[src/rtl/uart_dbus_master.sv]
`default_nettype none
// ============================================================================
// Module      : uart_dbus_master
// Description : Turns UART command frames into single dbus transfers and
//               sends the matching response bytes back over the UART.
//               Write frame : CMD_WR, addr[4 LE], data[4 LE] -> 0x06
//               Read frame  : CMD_RD, addr[4 LE]             -> r_data[4 LE]
//               No ack within ACK_TIMEOUT cycles             -> 0x15
// Revision    : 1.0 - initial release
// ============================================================================
module uart_dbus_master #(
    parameter int         ACK_TIMEOUT = 256,
    parameter logic [7:0] CMD_WR      = 8'h57,
    parameter logic [7:0] CMD_RD      = 8'h52
) (
    input  logic        clk,
    input  logic        rst,
    input  logic [7:0]  rx_byte_i,
    input  logic        rx_valid_i,
    output logic [7:0]  tx_byte_o,
    output logic        tx_valid_o,
    input  logic        tx_ready_i,
    output logic        dbus_req_o,
    output logic        dbus_w_en_o,
    output logic [31:0] dbus_addr_o,
    output logic [31:0] dbus_w_data_o,
    input  logic        dbus_ack_i,
    input  logic [31:0] dbus_r_data_i,
    output logic        busy_o,
    output logic        drop_o
);

    localparam logic [2:0] c_IDLE = 3'd0;
    localparam logic [2:0] c_ADDR = 3'd1;
    localparam logic [2:0] c_DATA = 3'd2;
    localparam logic [2:0] c_BUS  = 3'd3;
    localparam logic [2:0] c_RESP = 3'd4;

    // Wide enough to hold ACK_TIMEOUT itself, so any parameter value fits.
    localparam int              c_TW      = $clog2(ACK_TIMEOUT + 1);
    localparam logic [c_TW-1:0] c_TO_LAST = c_TW'(ACK_TIMEOUT - 1);

    localparam logic [7:0] c_ACK_BYTE = 8'h06;
    localparam logic [7:0] c_NAK_BYTE = 8'h15;

    logic [2:0]      r_state;
    logic [2:0]      w_state_nxt;
    logic            r_is_wr;
    logic            r_multi;
    logic            r_drop;
    logic [1:0]      r_cnt;
    logic [31:0]     r_addr;
    logic [31:0]     r_wdata;
    logic [31:0]     r_shift;
    logic [c_TW-1:0] r_tcnt;

    logic            w_rx_cmd;
    logic            w_last_byte;
    logic            w_tx_last;

    assign w_rx_cmd    = rx_valid_i && ((rx_byte_i == CMD_WR) || (rx_byte_i == CMD_RD));
    assign w_last_byte = rx_valid_i && (r_cnt == 2'd3);
    // Single-byte responses finish after one accept; reads after four.
    assign w_tx_last   = !r_multi || (r_cnt == 2'd3);

    // Request and write-enable only exist while the bus phase is active,
    // so addr/data/w_en are trivially stable for the whole request.
    assign dbus_req_o    = (r_state == c_BUS);
    assign dbus_w_en_o   = (r_state == c_BUS) && r_is_wr;
    assign dbus_addr_o   = r_addr;
    assign dbus_w_data_o = r_wdata;

    // The response shifter always holds the byte on offer in its low lane.
    assign tx_valid_o    = (r_state == c_RESP);
    assign tx_byte_o     = r_shift[7:0];
    assign busy_o        = (r_state != c_IDLE);
    assign drop_o        = r_drop;

    // State register.
    always_ff @(posedge clk or posedge rst) begin
        if (rst) begin
            r_state <= c_IDLE;
        end else begin
            r_state <= w_state_nxt;
        end
    end

    // Next-state decode; an ack in the expiry cycle still leaves via the
    // normal path because the datapath gives the ack priority.
    always_comb begin
        w_state_nxt = r_state;
        case (r_state)
            c_IDLE: if (w_rx_cmd) w_state_nxt = c_ADDR;
            c_ADDR: if (w_last_byte) w_state_nxt = r_is_wr ? c_DATA : c_BUS;
            c_DATA: if (w_last_byte) w_state_nxt = c_BUS;
            c_BUS:  if (dbus_ack_i || (r_tcnt == c_TO_LAST)) w_state_nxt = c_RESP;
            c_RESP: if (tx_ready_i && w_tx_last) w_state_nxt = c_IDLE;
            default: w_state_nxt = c_IDLE;
        endcase
    end

    // Frame assembly, bus timeout, response loading/shifting and drop flag.
    always_ff @(posedge clk or posedge rst) begin
        if (rst) begin
            r_is_wr <= 1'b0;
            r_multi <= 1'b0;
            r_drop  <= 1'b0;
            r_cnt   <= 2'd0;
            r_addr  <= 32'h0;
            r_wdata <= 32'h0;
            r_shift <= 32'h0;
            r_tcnt  <= '0;
        end else begin
            case (r_state)
                c_IDLE: begin
                    if (w_rx_cmd) begin
                        r_is_wr <= (rx_byte_i == CMD_WR);
                        r_cnt   <= 2'd0;
                    end
                end
                c_ADDR: begin
                    if (rx_valid_i) begin
                        r_addr[{r_cnt, 3'b000} +: 8] <= rx_byte_i;
                        r_cnt                        <= r_cnt + 2'd1;
                    end
                end
                c_DATA: begin
                    if (rx_valid_i) begin
                        r_wdata[{r_cnt, 3'b000} +: 8] <= rx_byte_i;
                        r_cnt                         <= r_cnt + 2'd1;
                    end
                end
                c_BUS: begin
                    if (rx_valid_i) begin
                        r_drop <= 1'b1;
                    end
                    if (dbus_ack_i) begin
                        r_tcnt <= '0;
                        r_cnt  <= 2'd0;
                        if (r_is_wr) begin
                            r_shift <= {24'h0, c_ACK_BYTE};
                            r_multi <= 1'b0;
                        end else begin
                            r_shift <= dbus_r_data_i;
                            r_multi <= 1'b1;
                        end
                    end else if (r_tcnt == c_TO_LAST) begin
                        r_tcnt  <= '0;
                        r_cnt   <= 2'd0;
                        r_shift <= {24'h0, c_NAK_BYTE};
                        r_multi <= 1'b0;
                    end else begin
                        r_tcnt <= r_tcnt + c_TW'(1);
                    end
                end
                c_RESP: begin
                    if (rx_valid_i) begin
                        r_drop <= 1'b1;
                    end
                    if (tx_ready_i) begin
                        r_shift <= {8'h00, r_shift[31:8]};
                        r_cnt   <= r_cnt + 2'd1;
                    end
                end
                default: begin
                    r_cnt  <= 2'd0;
                    r_tcnt <= '0;
                end
            endcase
        end
    end

endmodule
`default_nettype wire
[config.mk]
export PLATFORM = sky130hd
export DESIGN_NAME = uart_dbus_master
export DESIGN_NICKNAME = d
export VERILOG_FILES = /design/src/rtl/uart_dbus_master.sv
export SDC_FILE = /design/constraint.sdc
export NUM_CORES = 1
export LEC_CHECK = 0
export BUFFER_PORTS_ARGS = -buffer_cell sky130_fd_sc_hd__clkbuf_2
export CELL_PAD_IN_SITES_DETAIL_PLACEMENT = 0
export CELL_PAD_IN_SITES_GLOBAL_PLACEMENT = 1
export CORE_UTILIZATION = 44
export DETAILED_ROUTE_END_ITERATION = 8
export GPL_ROUTABILITY_DRIVEN = 0
export GPL_TIMING_DRIVEN = 1
export PLACE_DENSITY_LB_ADDON = 0.1
export SETUP_SLACK_MARGIN = 0.05
export SLEW_MARGIN = 30
export SYNTH_ARGS = -nofsm -noshare
export SYNTH_HDL_FRONTEND = slang
export SYNTH_SLANG_ARGS = --single-unit
[constraint.sdc]
create_clock -name clk -period 5.9 [get_ports clk]
set_input_delay 0.885 -clock clk [delete_from_list [all_inputs] [get_ports clk]]
set_output_delay 0.885 -clock clk [all_outputs]
set_load 0.005 [all_outputs]
==> impl_metrics.csv, run 1 <==
group,metric,value,unit
worst_setup_path,cp-endpoint,"r_shift[10]",
routing,ant_nets,0,
routing,drtIter0Drc,202,
die,die_y,111,um
routing,viasPerCell,5.14,
global_routing,grt.met1_usage,26.9,%
global_routing,grt_usage,20.8,%
yosys,async_flop_share,100,%
power_and_ir_drop,p_clk_share,36.0,%
worst_setup_path,crit_start,"r_state[0]",
global_routing,grt_pass1_vias,3834,
yosys,synth_top_area_share,54.1,%
die,dieWidth,111,um
final_layout,areaGrowthSynthToFinish,24.9,%
die,initial_core_util,45.4,%
worst_setup_path,cp_slowest_stage_delay,0.65,ns
final_layout,multiInputGateArea,0.00219,mm2
worst_setup_path,cp_data_required_time,6.19,ns
worst_setup_path,rr_worst_depth,7,
worst_setup_path,path_common_cell,"buf_4",
yosys,ys_seq_area_share,54.1,%
final_layout,ff_latch_area,0.00283,mm2
cts,clkLatencyLatePin,0.41,ns
cts,ctsResizeCount,0,
global_routing,met3_usage,5.36,%
yosys,synth_ff_type,"dfrtp_1",
cts,cts_max_level,4,
global_routing,gr-max-usage-layer,"met2",
sta,hold_viol,0,
yosys,netlist_area,0.00523,mm2
global_routing,grt_max_degree,72,
sta,setup_viol,0,
sta,tightest_slew,0.793,ns
cts,post_cts_buffers,0,
die,core_area,0.0115,mm2
yosys,synth_warnings,0,
yosys,yosys_register_bits,113,
placement,placed_cells,701,
global_routing,grt_first_pass_wirelength,19900,um
outcome,outcome,"complete, but fails checks",
final_layout,num-fill-cells,1026,
global_routing,globalRouteMet2Util,33.1,%
die,io-pin-count,122,
worst_setup_path,crit_path_end_kind,"flip-flop",
power_and_ir_drop,internal_power,0.00211,W
yosys,synth_cell_types,44,
cts,cts_tree,"built",
sta,skew,0.00480,ns
yosys,avgSynthCellArea,11.3,um2
yosys,synth_top_cells_by_count,"113 x dfrtp_1, 71 x mux2_2, 47 x nand2_1",
cts,clk_pin_slew,0.05,ns
worst_setup_path,r2r_end,"r_shift[10]",
final_layout,num_antenna_cells,0,
yosys,syn_inst,463,
worst_hold_path,hold_depth,1,
worst_setup_path,cp_max_fo,37,
sta,drv_slew,0,
routing,wire_per_inst,16.6,um
die,dieArea,0.0123,mm2
yosys,synth_edf_count,0,
cts,cts.sinks,113,
power_and_ir_drop,p_per_area,457,mW/mm2
placement,dp_hpwl,8560,um
sta,period_needed,3.33,ns
routing,wl,12200,um
final_layout,fin_cells,733,
yosys,synth_nets,514,
yosys,netlist.top_cell.by_area,"dfrtp_1",
power_and_ir_drop,max-vdd-ir-drop,0.217,mV
global_routing,antenna_found_initial,0,
worst_setup_path,path_cells,"or3b_1 -> buf_4 -> inv_1 -> nor2_1 -> nor3_4 -> buf_4 -> mux2_2",
worst_setup_path,start_kind,"flip-flop",
worst_setup_path,arrival,3.61,ns
run,maxCapViolCount,0,
power_and_ir_drop,leakage,3.33,nW
sta,slew-limit-headroom,46.3,%
final_layout,layout-drive-gt1-share,39.8,%
worst_setup_path,rrSetupSlack,2.57,ns
routing,drc_errors,15,
power_and_ir_drop,switchingPower,0.000876,W
worst_setup_path,r2r_start,"r_state[0]",
cts,cts_buffers,17,
sta,timing.fmax,301,MHz
power_and_ir_drop,pwr-share-comb,26.4,%
sta,rsz0062_at_grt,"no",
worst_setup_path,cp_slowest_cell,"nor3_4",
cts,cts-root-buf,"clkbuf_16",
routing,via_count,3769,
yosys,post-synth-top-count-cell,"dfrtp_1",
yosys,synthTopCellsByArea,"dfrtp_1 54%, mux2_2 15%, nand2_1 3.4%, a22o_1 2.8%, nor2_1 2.4%",
power_and_ir_drop,swShare,29.4,%
sta,finalCritPeriodShare,56.4,%
global_routing,overflow,0,
routing,firstDrtPassIters,6,
worst_setup_path,critPathKind,"reg -> reg",
placement,port_buffers,121,
final_layout,fin_util,56.7,%
die,rows,39,
final_layout,nNetsFinal,628,
power_and_ir_drop,seq_power_share,37.6,%
sta,setup_tns,0,ns
sta,whs,0.500,ns
cts,holdBufCountCts,0,
outcome,violations,"DRC",
worst_hold_path,hold_class,"reg -> reg",
cts,cts_buffer_depth,2,
## worst min path at each step
stage,from,end,slack [ns]
after global routing,dbus_addr_o[7],dbus_addr_o[7],0.52
final,drop_o,drop_o,0.50
after detailed placement,dbus_addr_o[7],dbus_addr_o[7],0.49
after floorplan,drop_o,drop_o,0.46
after CTS,r_shift[8],r_shift[8],0.51
after global placement,r_tcnt[0],r_tcnt[0],0.48
## per-layer routing
layer / wire length, um / up-vias
li1: - / 1824
met4: 302 / 0
met1: 5320 / 1812
met3: 753 / 22
met5: 0 / -
met2: 5780 / 111
## metrics by stage
step	total power [W]	cell area, um2	worst slack (ns)
2_1_floorplan	0.00168	5230	2.03
3_3_place_gp	0.00190	5900	2.63
3_5_place_dp	0.00193	5910	2.56
4_1_cts	0.00302	6530	2.55
5_1_grt	0.00316	6530	2.32
6_report	0.00298	6530	2.57
## power by group through the flow
stage	clock network (W)	registers (W)	logic, W
after detailed placement	0	0.00113	0.000796
after CTS	0.00109	0.00112	0.000802
after global placement	0	0.00112	0.000779
after global routing	0.00113	0.00115	0.000872
final	0.00107	0.00112	0.000786
after floorplan	0	0.00110	0.000577
## registers in the layout, summed over array words and instances (netlist names)
| signal | cells |
|---|---|
| r_multi | 1 |
| r_state | 3 |
| dbus_w_data_o | 32 |
| r_is_wr | 1 |
| drop_o | 1 |
| r_shift | 32 |
| r_tcnt | 9 |
| dbus_addr_o | 32 |
| r_cnt | 2 |
## layout make-up
class                           instances  share of cell area, %
Clock buffer                           22                   7.11
Clock inverter                         10                   2.41
Inverter                               18                   1.07
Multi-Input combinational cell        301                   33.5
Sequential cell                       113                   43.3
Tap cell                              143                   2.74
Timing Repair Buffer                  126                   9.90
## cell families after synthesis
family                   Yosys count  share of synthesized area (%)
XOR/XNOR                           5                          0.837
flip-flops                       113                           54.1
buffers and inverters             49                           4.38
multiplexers                      82                           17.4
AO/OA/AOI/OAI                     58                           7.58
AND/OR/NAND/NOR                  149                           14.1
adder cells (fa/ha/maj)            7                           1.63
## worst max-delay path, delay by kind of cell, from the launching register on
| kind | cells | cell delay, ns |
|---|---|---|
| buffers and inverters | 3 | 1.12 |
| muxes | 1 | 0.37 |
| DFF | 1 | 0.50 |
| and+or+nand+nor | 3 | 1.20 |
## layout by cell type (no fill, tap or decap), types with 17 or more instances in the layout
master     Yosys  layout
a22o_1        17      17
clkbuf_16      0      17
clkbuf_2       0     121
dfrtp_1      113     113
inv_1         18      17
mux2_2        71      71
nand2_1       47      47
nand3_1       25      25
nor2_1        34      34
o21ai_0       19      19
Power figures use the tool's default switching activity.
==> run 2, diff against run 1 <==
--- a/config.mk
+++ b/config.mk
@@ -5,10 +5,11 @@
 export SDC_FILE = /design/constraint.sdc
 export NUM_CORES = 1
 export LEC_CHECK = 0
+export ABC_AREA = 1
 export BUFFER_PORTS_ARGS = -buffer_cell sky130_fd_sc_hd__clkbuf_2
 export CELL_PAD_IN_SITES_DETAIL_PLACEMENT = 0
 export CELL_PAD_IN_SITES_GLOBAL_PLACEMENT = 1
-export CORE_UTILIZATION = 44
+export CORE_UTILIZATION = 39
 export DETAILED_ROUTE_END_ITERATION = 8
 export GPL_ROUTABILITY_DRIVEN = 0
 export GPL_TIMING_DRIVEN = 1
==> constraint.sdc (replaced) <==
create_clock -name clk -period 3.33 [get_ports clk]
set_input_delay 0.4995 -clock clk [delete_from_list [all_inputs] [get_ports clk]]
set_output_delay 0.4995 -clock clk [all_outputs]
set_load 0.005 [all_outputs]
==> impl_metrics.csv, run 2 <==
group,metric,value,unit
outcome,outcome,"finished, final reports clean",
final_layout,layout-drive-gt1-share,23.4,%
worst_setup_path,cp_data_required_time,3.60,ns
yosys,avgSynthCellArea,7.96,um2
sta,rsz0062_at_grt,"no",
cts,cts.sinks,113,
yosys,synth_top_cells_by_count,"264 x nand2_1, 113 x dfrtp_1, 80 x o21ai_0",
sta,setup_viol,0,
yosys,async_flop_share,100,%
power_and_ir_drop,swShare,32.4,%
yosys,syn_inst,671,
power_and_ir_drop,switchingPower,0.00161,W
yosys,netlist.top_cell.by_area,"dfrtp_1",
placement,port_buffers,121,
routing,ant_nets,0,
yosys,synth_warnings,0,
die,initial_core_util,40.2,%
final_layout,multiInputGateArea,0.00218,mm2
global_routing,grt_pass1_vias,4417,
placement,dp_hpwl,9420,um
global_routing,antenna_found_initial,0,
yosys,ys_seq_area_share,52.9,%
final_layout,num-fill-cells,1355,
cts,cts_max_level,4,
power_and_ir_drop,p_clk_share,38.5,%
global_routing,overflow,0,
run,maxCapViolCount,0,
die,io-pin-count,122,
die,die_y,119,um
final_layout,num_antenna_cells,0,
yosys,synth_top_area_share,52.9,%
routing,wl,13200,um
sta,fin_ws,1.33,ns
worst_setup_path,cp_slowest_cell,"nand3_4",
worst_setup_path,critPathKind,"reg -> reg",
yosys,post-synth-top-count-cell,"nand2_1",
cts,holdBufCountCts,0,
worst_setup_path,arrival,2.26,ns
routing,firstDrtPassIters,4,
final_layout,layout_commonest_cell,"nand2_1",
placement,pre_cts_slack,1.31,ns
sta,slew-limit-headroom,54.3,%
die,rows,42,
worst_setup_path,path_common_cell,"nand2_1",
final_layout,fin_util,50.2,%
final_layout,nNetsFinal,834,
power_and_ir_drop,leakage,3.65,nW
cts,clk_pin_slew,0.05,ns
cts,ctsResizeCount,0,
worst_setup_path,cp_max_fo,64,
sta,setup_tns,0,ns
cts,cts_buffer_depth,2,
final_layout,areaGrowthSynthToFinish,24.9,%
yosys,synth_edf_count,0,
power_and_ir_drop,seq_power_share,36.9,%
yosys,synth_cell_types,29,
die,dieWidth,119,um
global_routing,grt_usage,19.8,%
sta,drv_slew,0,
power_and_ir_drop,max-vdd-ir-drop,0.283,mV
sta,skew,0.00569,ns
sta,hold_viol,0,
die,core_area,0.0133,mm2
global_routing,grt_first_pass_wirelength,22000,um
sta,timing.fmax,500,MHz
cts,cts_buffers,17,
routing,drc_errors,0,
worst_setup_path,path_cells,"ha_1 -> nand2_1 -> nor2_1 -> nand3_1 -> nand2_2 -> nand3_4 -> nand2_1 -> o21ai_1",
yosys,netlist_area,0.00534,mm2
sta,tightest_slew,0.685,ns
global_routing,grt_max_degree,65,
worst_setup_path,crit_buf_inv,0,
worst_setup_path,crit_path_end_kind,"flip-flop",
worst_setup_path,cp_top_family,"simple AND/OR/NAND/NOR gates",
final_layout,final_cell_mix,"264 x nand2_1, 121 x clkbuf_2, 113 x dfrtp_1",
yosys,synthTopCellsByArea,"dfrtp_1 53%, nand2_1 19%, o21ai_0 7.5%, o21ai_1 3.8%, nor2_1 3.4%",
power_and_ir_drop,pwr-share-comb,24.6,%
yosys,synth_nets,722,
power_and_ir_drop,internal_power,0.00337,W
worst_setup_path,cp_slowest_stage_delay,0.49,ns
cts,cts_tree,"built",
sta,period_needed,2.00,ns
power_and_ir_drop,p_per_area,746,mW/mm2
cts,clkLatencyLatePin,0.41,ns
sta,finalCritPeriodShare,60.0,%
routing,wire_per_inst,13.6,um
die,dieArea,0.0142,mm2
worst_hold_path,hold_class,"in -> async",
yosys,synth_ff_type,"dfrtp_1",
final_layout,ff_latch_area,0.00283,mm2
cts,cts-root-buf,"clkbuf_16",
worst_setup_path,start_kind,"flip-flop",
routing,viasPerCell,4.77,
routing,drtIter0Drc,305,
cts,post_cts_buffers,0,
yosys,yosys_register_bits,113,
worst_setup_path,rrSetupSlack,1.33,ns
routing,via_count,4632,
run 2: cell count changes after synthesis, sizes merged, moves of 4 or more:
cell    change
nand2     +220
o21ai     +102
mux2       -71
nor2       +28
inv        +22
a22o       -19
nand3      -15
mux2i      -11
nand2b     -11
buf         +5
nor2b       -4
xor2        -4
run 2: final timing paths:
kind | from | end | cells past startpoint
worst min register to register | dbus_w_data_o[7] | dbus_w_data_o[7] | 2
worst max register to register | r_tcnt[1] | r_shift[11] | 8
worst min-delay path | rst | dbus_w_data_o[15] | 2
max in group asynchronous | rst | dbus_addr_o[3] | 3
worst max-delay path | r_tcnt[1] | r_shift[11] | 8
min in group clk | rx_valid_i | drop_o | 2
run 2: kinds of logic (layout without fill, tap and decap cells):
group / after synthesis / in the layout / share of synthesized area, %
and+or+nand+nor: 346 / 346 / 26.7
buffers and inverters: 73 / 198 / 6.21
adders and majority gates: 6 / 6 / 1.41
DFF: 113 / 113 / 52.9
xor gates and xnor gates: 1 / 1 / 0.164
AOI/OAI and AO/OA: 132 / 132 / 12.6
run 2: routing by layer:
| metal | track usage (%) | vias up | wire, um |
|---|---|---|---|
| met5 | 0 | - | 0 |
| met3 | 4.98 | 5 | 628 |
| li1 | - | 2362 | - |
| met4 | 7.12 | 0 | 83 |
| met2 | 30.9 | 121 | 6270 |
| met1 | 26.4 | 2144 | 6220 |
run 2: power by group through the flow:
stage	sequential [W]	clock, W	combinational [W]
6_report	0.00184	0.00192	0.00122
3_5_place_dp	0.00186	0	0.00125
5_1_grt	0.00187	0.00203	0.00140
4_1_cts	0.00184	0.00195	0.00125
2_1_floorplan	0.00183	0	0.000841
3_3_place_gp	0.00185	0	0.00123
run 2: area by class of cell:
| type | instances | area share (%) |
|---|---|---|
| sequential | 113 | 42.4 |
| multi-input combinational | 485 | 32.7 |
| timing repair buffer | 126 | 9.83 |
| clock buffer | 21 | 7.05 |
| tap | 176 | 3.30 |
| clock inverter | 11 | 2.38 |
| inverter | 40 | 2.31 |
run 2: metrics by stage:
step / instance area (um2) / std cells / hold slack [ns] / power (W)
floorplan: 5350 / 671 / 0.451 / 0.00267
global placement: 6040 / 940 / 0.442 / 0.00308
detailed placement: 6040 / 940 / 0.465 / 0.00311
CTS: 6670 / 972 / 0.190 / 0.00504
global route: 6670 / 972 / 0.216 / 0.00530
finish: 6670 / 972 / 0.180 / 0.00497
==> run 3, diff against run 2 <==
--- a/config.mk
+++ b/config.mk
@@ -5,11 +5,11 @@
 export SDC_FILE = /design/constraint.sdc
 export NUM_CORES = 1
 export LEC_CHECK = 0
-export ABC_AREA = 1
+export ABC_AREA = 0
 export BUFFER_PORTS_ARGS = -buffer_cell sky130_fd_sc_hd__clkbuf_2
 export CELL_PAD_IN_SITES_DETAIL_PLACEMENT = 0
 export CELL_PAD_IN_SITES_GLOBAL_PLACEMENT = 1
-export CORE_UTILIZATION = 39
+export CORE_UTILIZATION = 42
 export DETAILED_ROUTE_END_ITERATION = 8
 export GPL_ROUTABILITY_DRIVEN = 0
 export GPL_TIMING_DRIVEN = 1
==> constraint.sdc (replaced) <==
create_clock -name clk -period 2 [get_ports clk]
set_input_delay 0.3 -clock clk [delete_from_list [all_inputs] [get_ports clk]]
set_output_delay 0.3 -clock clk [all_outputs]
set_load 0.005 [all_outputs]
==> impl_metrics.csv, run 3 (synthesis results as in run 1) <==
group,metric,value,unit
worst_setup_path,rrSetupSlack,0.03,ns
routing,wire_per_inst,16.4,um
worst_setup_path,rr_worst_depth,7,
placement,dpl-instance-area,0.00616,mm2
final_layout,design_area,0.00705,mm2
die,rows,40,
die,dieWidth,114,um
routing,via_count,4017,
global_routing,grt_pass1_vias,4086,
outcome,outcome,"finished, final reports clean",
worst_hold_path,hold_depth,3,
power_and_ir_drop,leakage,3.63,nW
power_and_ir_drop,finalPower,0.00915,W
cts,clkLatencyLatePin,0.42,ns
placement,dp_hpwl,8760,um
worst_setup_path,path_depth,7,
worst_setup_path,cp_top_family,"simple AND/OR/NAND/NOR gates",
sta,drv_slew,0,
power_and_ir_drop,swShare,29.8,%
routing,drc_errors,0,
worst_setup_path,crit_buf_inv,3,
worst_setup_path,cp_max_fo,7,
cts,clk_pin_slew,0.05,ns
final_layout,layout-drive-gt1-share,44.8,%
worst_setup_path,r2r_end,"r_shift[20]",
sta,skew,0.00727,ns
worst_setup_path,crit_path_end_kind,"flip-flop",
sta,fin_ws,0.0269,ns
final_layout,layout_commonest_cell,"clkbuf_2",
power_and_ir_drop,p_clk_share,32.5,%
final_layout,nNetsFinal,672,
die,dieArea,0.0129,mm2
final_layout,num_antenna_cells,0,
worst_setup_path,path_cells,"or3b_4 -> inv_2 -> nor2_2 -> nor3_4 -> buf_12 -> clkbuf_16 -> mux2_2",
worst_setup_path,cp_data_required_time,2.30,ns
cts,cts.sinks,113,
routing,viasPerCell,5.01,
routing,ant_nets,0,
sta,hold_viol,0,
cts,cts_buffers,17,
die,initial_core_util,43.4,%
die,die_y,114,um
cts,cts_max_level,4,
global_routing,antenna_found_initial,0,
power_and_ir_drop,internal_power,0.00643,W
sta,period_needed,1.97,ns
global_routing,overflow,0,
power_and_ir_drop,p_per_area,1300,mW/mm2
worst_setup_path,r2r_start,"r_state[2]",
power_and_ir_drop,pwr-share-comb,31.7,%
worst_hold_path,whs_endpoint,"r_shift[26]",
power_and_ir_drop,max-vdd-ir-drop,0.588,mV
sta,tightest_slew,0.440,ns
final_layout,areaGrowthSynthToFinish,34.8,%
cts,cts-root-buf,"clkbuf_16",
worst_setup_path,crit_start,"r_state[2]",
power_and_ir_drop,switchingPower,0.00272,W
worst_setup_path,critPathKind,"reg -> reg",
placement,pre_cts_slack,-0.0704,ns
global_routing,grt_max_degree,58,
final_layout,fin_util,58.4,%
worst_hold_path,hold_class,"in -> reg",
sta,setup_viol,0,
sta,setup_tns,0,ns
worst_setup_path,cp_slowest_cell,"or3b_4",
die,io-pin-count,122,
sta,slew-limit-headroom,70.4,%
final_layout,final_cell_mix,"121 x clkbuf_2, 113 x dfrtp_1, 56 x mux2_2",
global_routing,grt_first_pass_wirelength,20600,um
global_routing,grt_usage,21.0,%
worst_hold_path,worstHoldStart,"dbus_r_data_i[26]",
worst_setup_path,cp_slowest_stage_delay,0.44,ns
cts,cts_tree,"built",
routing,firstDrtPassIters,4,
cts,cts_buffer_depth,2,
placement,port_buffers,121,
worst_setup_path,arrival,2.27,ns
routing,wl,13100,um
die,core_area,0.0121,mm2
power_and_ir_drop,seq_power_share,35.8,%
sta,timing.fmax,507,MHz
routing,drtIter0Drc,217,
sta,finalCritPeriodShare,98.7,%
worst_setup_path,start_kind,"flip-flop",
sta,rsz0062_at_grt,"yes",
run,maxCapViolCount,0,
## run 3: how the worst max path moves through the flow
stage	slack, ns	end
floorplan	-0.03	r_shift[11]
global placement	-0.03	r_cnt[0]
detailed placement	-0.07	r_cnt[0]
CTS	0.04	r_shift[2]
global route	-0.02	r_shift[14]
finish	0.03	r_shift[20]
## run 3: layout make-up
cell class / count / area [um2]
Sequential cell: 113 / 2830
Tap cell: 168 / 210
Multi-Input combinational cell: 301 / 2250
Clock buffer: 23 / 478
Inverter: 18 / 71.3
Timing Repair Buffer: 170 / 1100
Clock inverter: 9 / 106
Fill cell: 1075 / 5010
## run 3: stage by stage
step                      cells  hold WS [ns]
after global placement      750         0.422
after detailed placement    750         0.437
after floorplan             463         0.427
after CTS                   787        0.0899
final                       802         0.102
after global routing        802         0.109
## run 3: power groups by stage
| stage | combinational, W | sequential (W) | clock [W] |
|---|---|---|---|
| floorplan | 0.00174 | 0.00324 | 0 |
| global placement | 0.00247 | 0.00328 | 0 |
| detailed placement | 0.00253 | 0.00330 | 0 |
| CTS | 0.00259 | 0.00326 | 0.00303 |
| global route | 0.00318 | 0.00336 | 0.00312 |
| finish | 0.00290 | 0.00328 | 0.00298 |
## run 3: per-layer routing
layer / wire length [um] / up-vias / track usage (%)
met4: 178 / 0 / 8.68
met5: 0 / - / 0
met3: 694 / 16 / 5.84
li1: - / 1918 / -
met2: 6530 / 100 / 34.6
met1: 5730 / 1983 / 26.2
## run 3: what timing repair did
item / CTS / global route
hold endpoints to repair: 70 / 0
gates resized for setup: 4 / 24
setup endpoints to repair: 7 / 30
hold buffers: 1 / 0
buffers inserted: 4 / 12
pin swaps: 0 / 1
cloned: 0 / 3
## run 3: tightest hold or removal path, cell delays in order
cell	delay, ns
clkbuf_2	0.08
nand2_1	0.04
mux2i_1	0.05
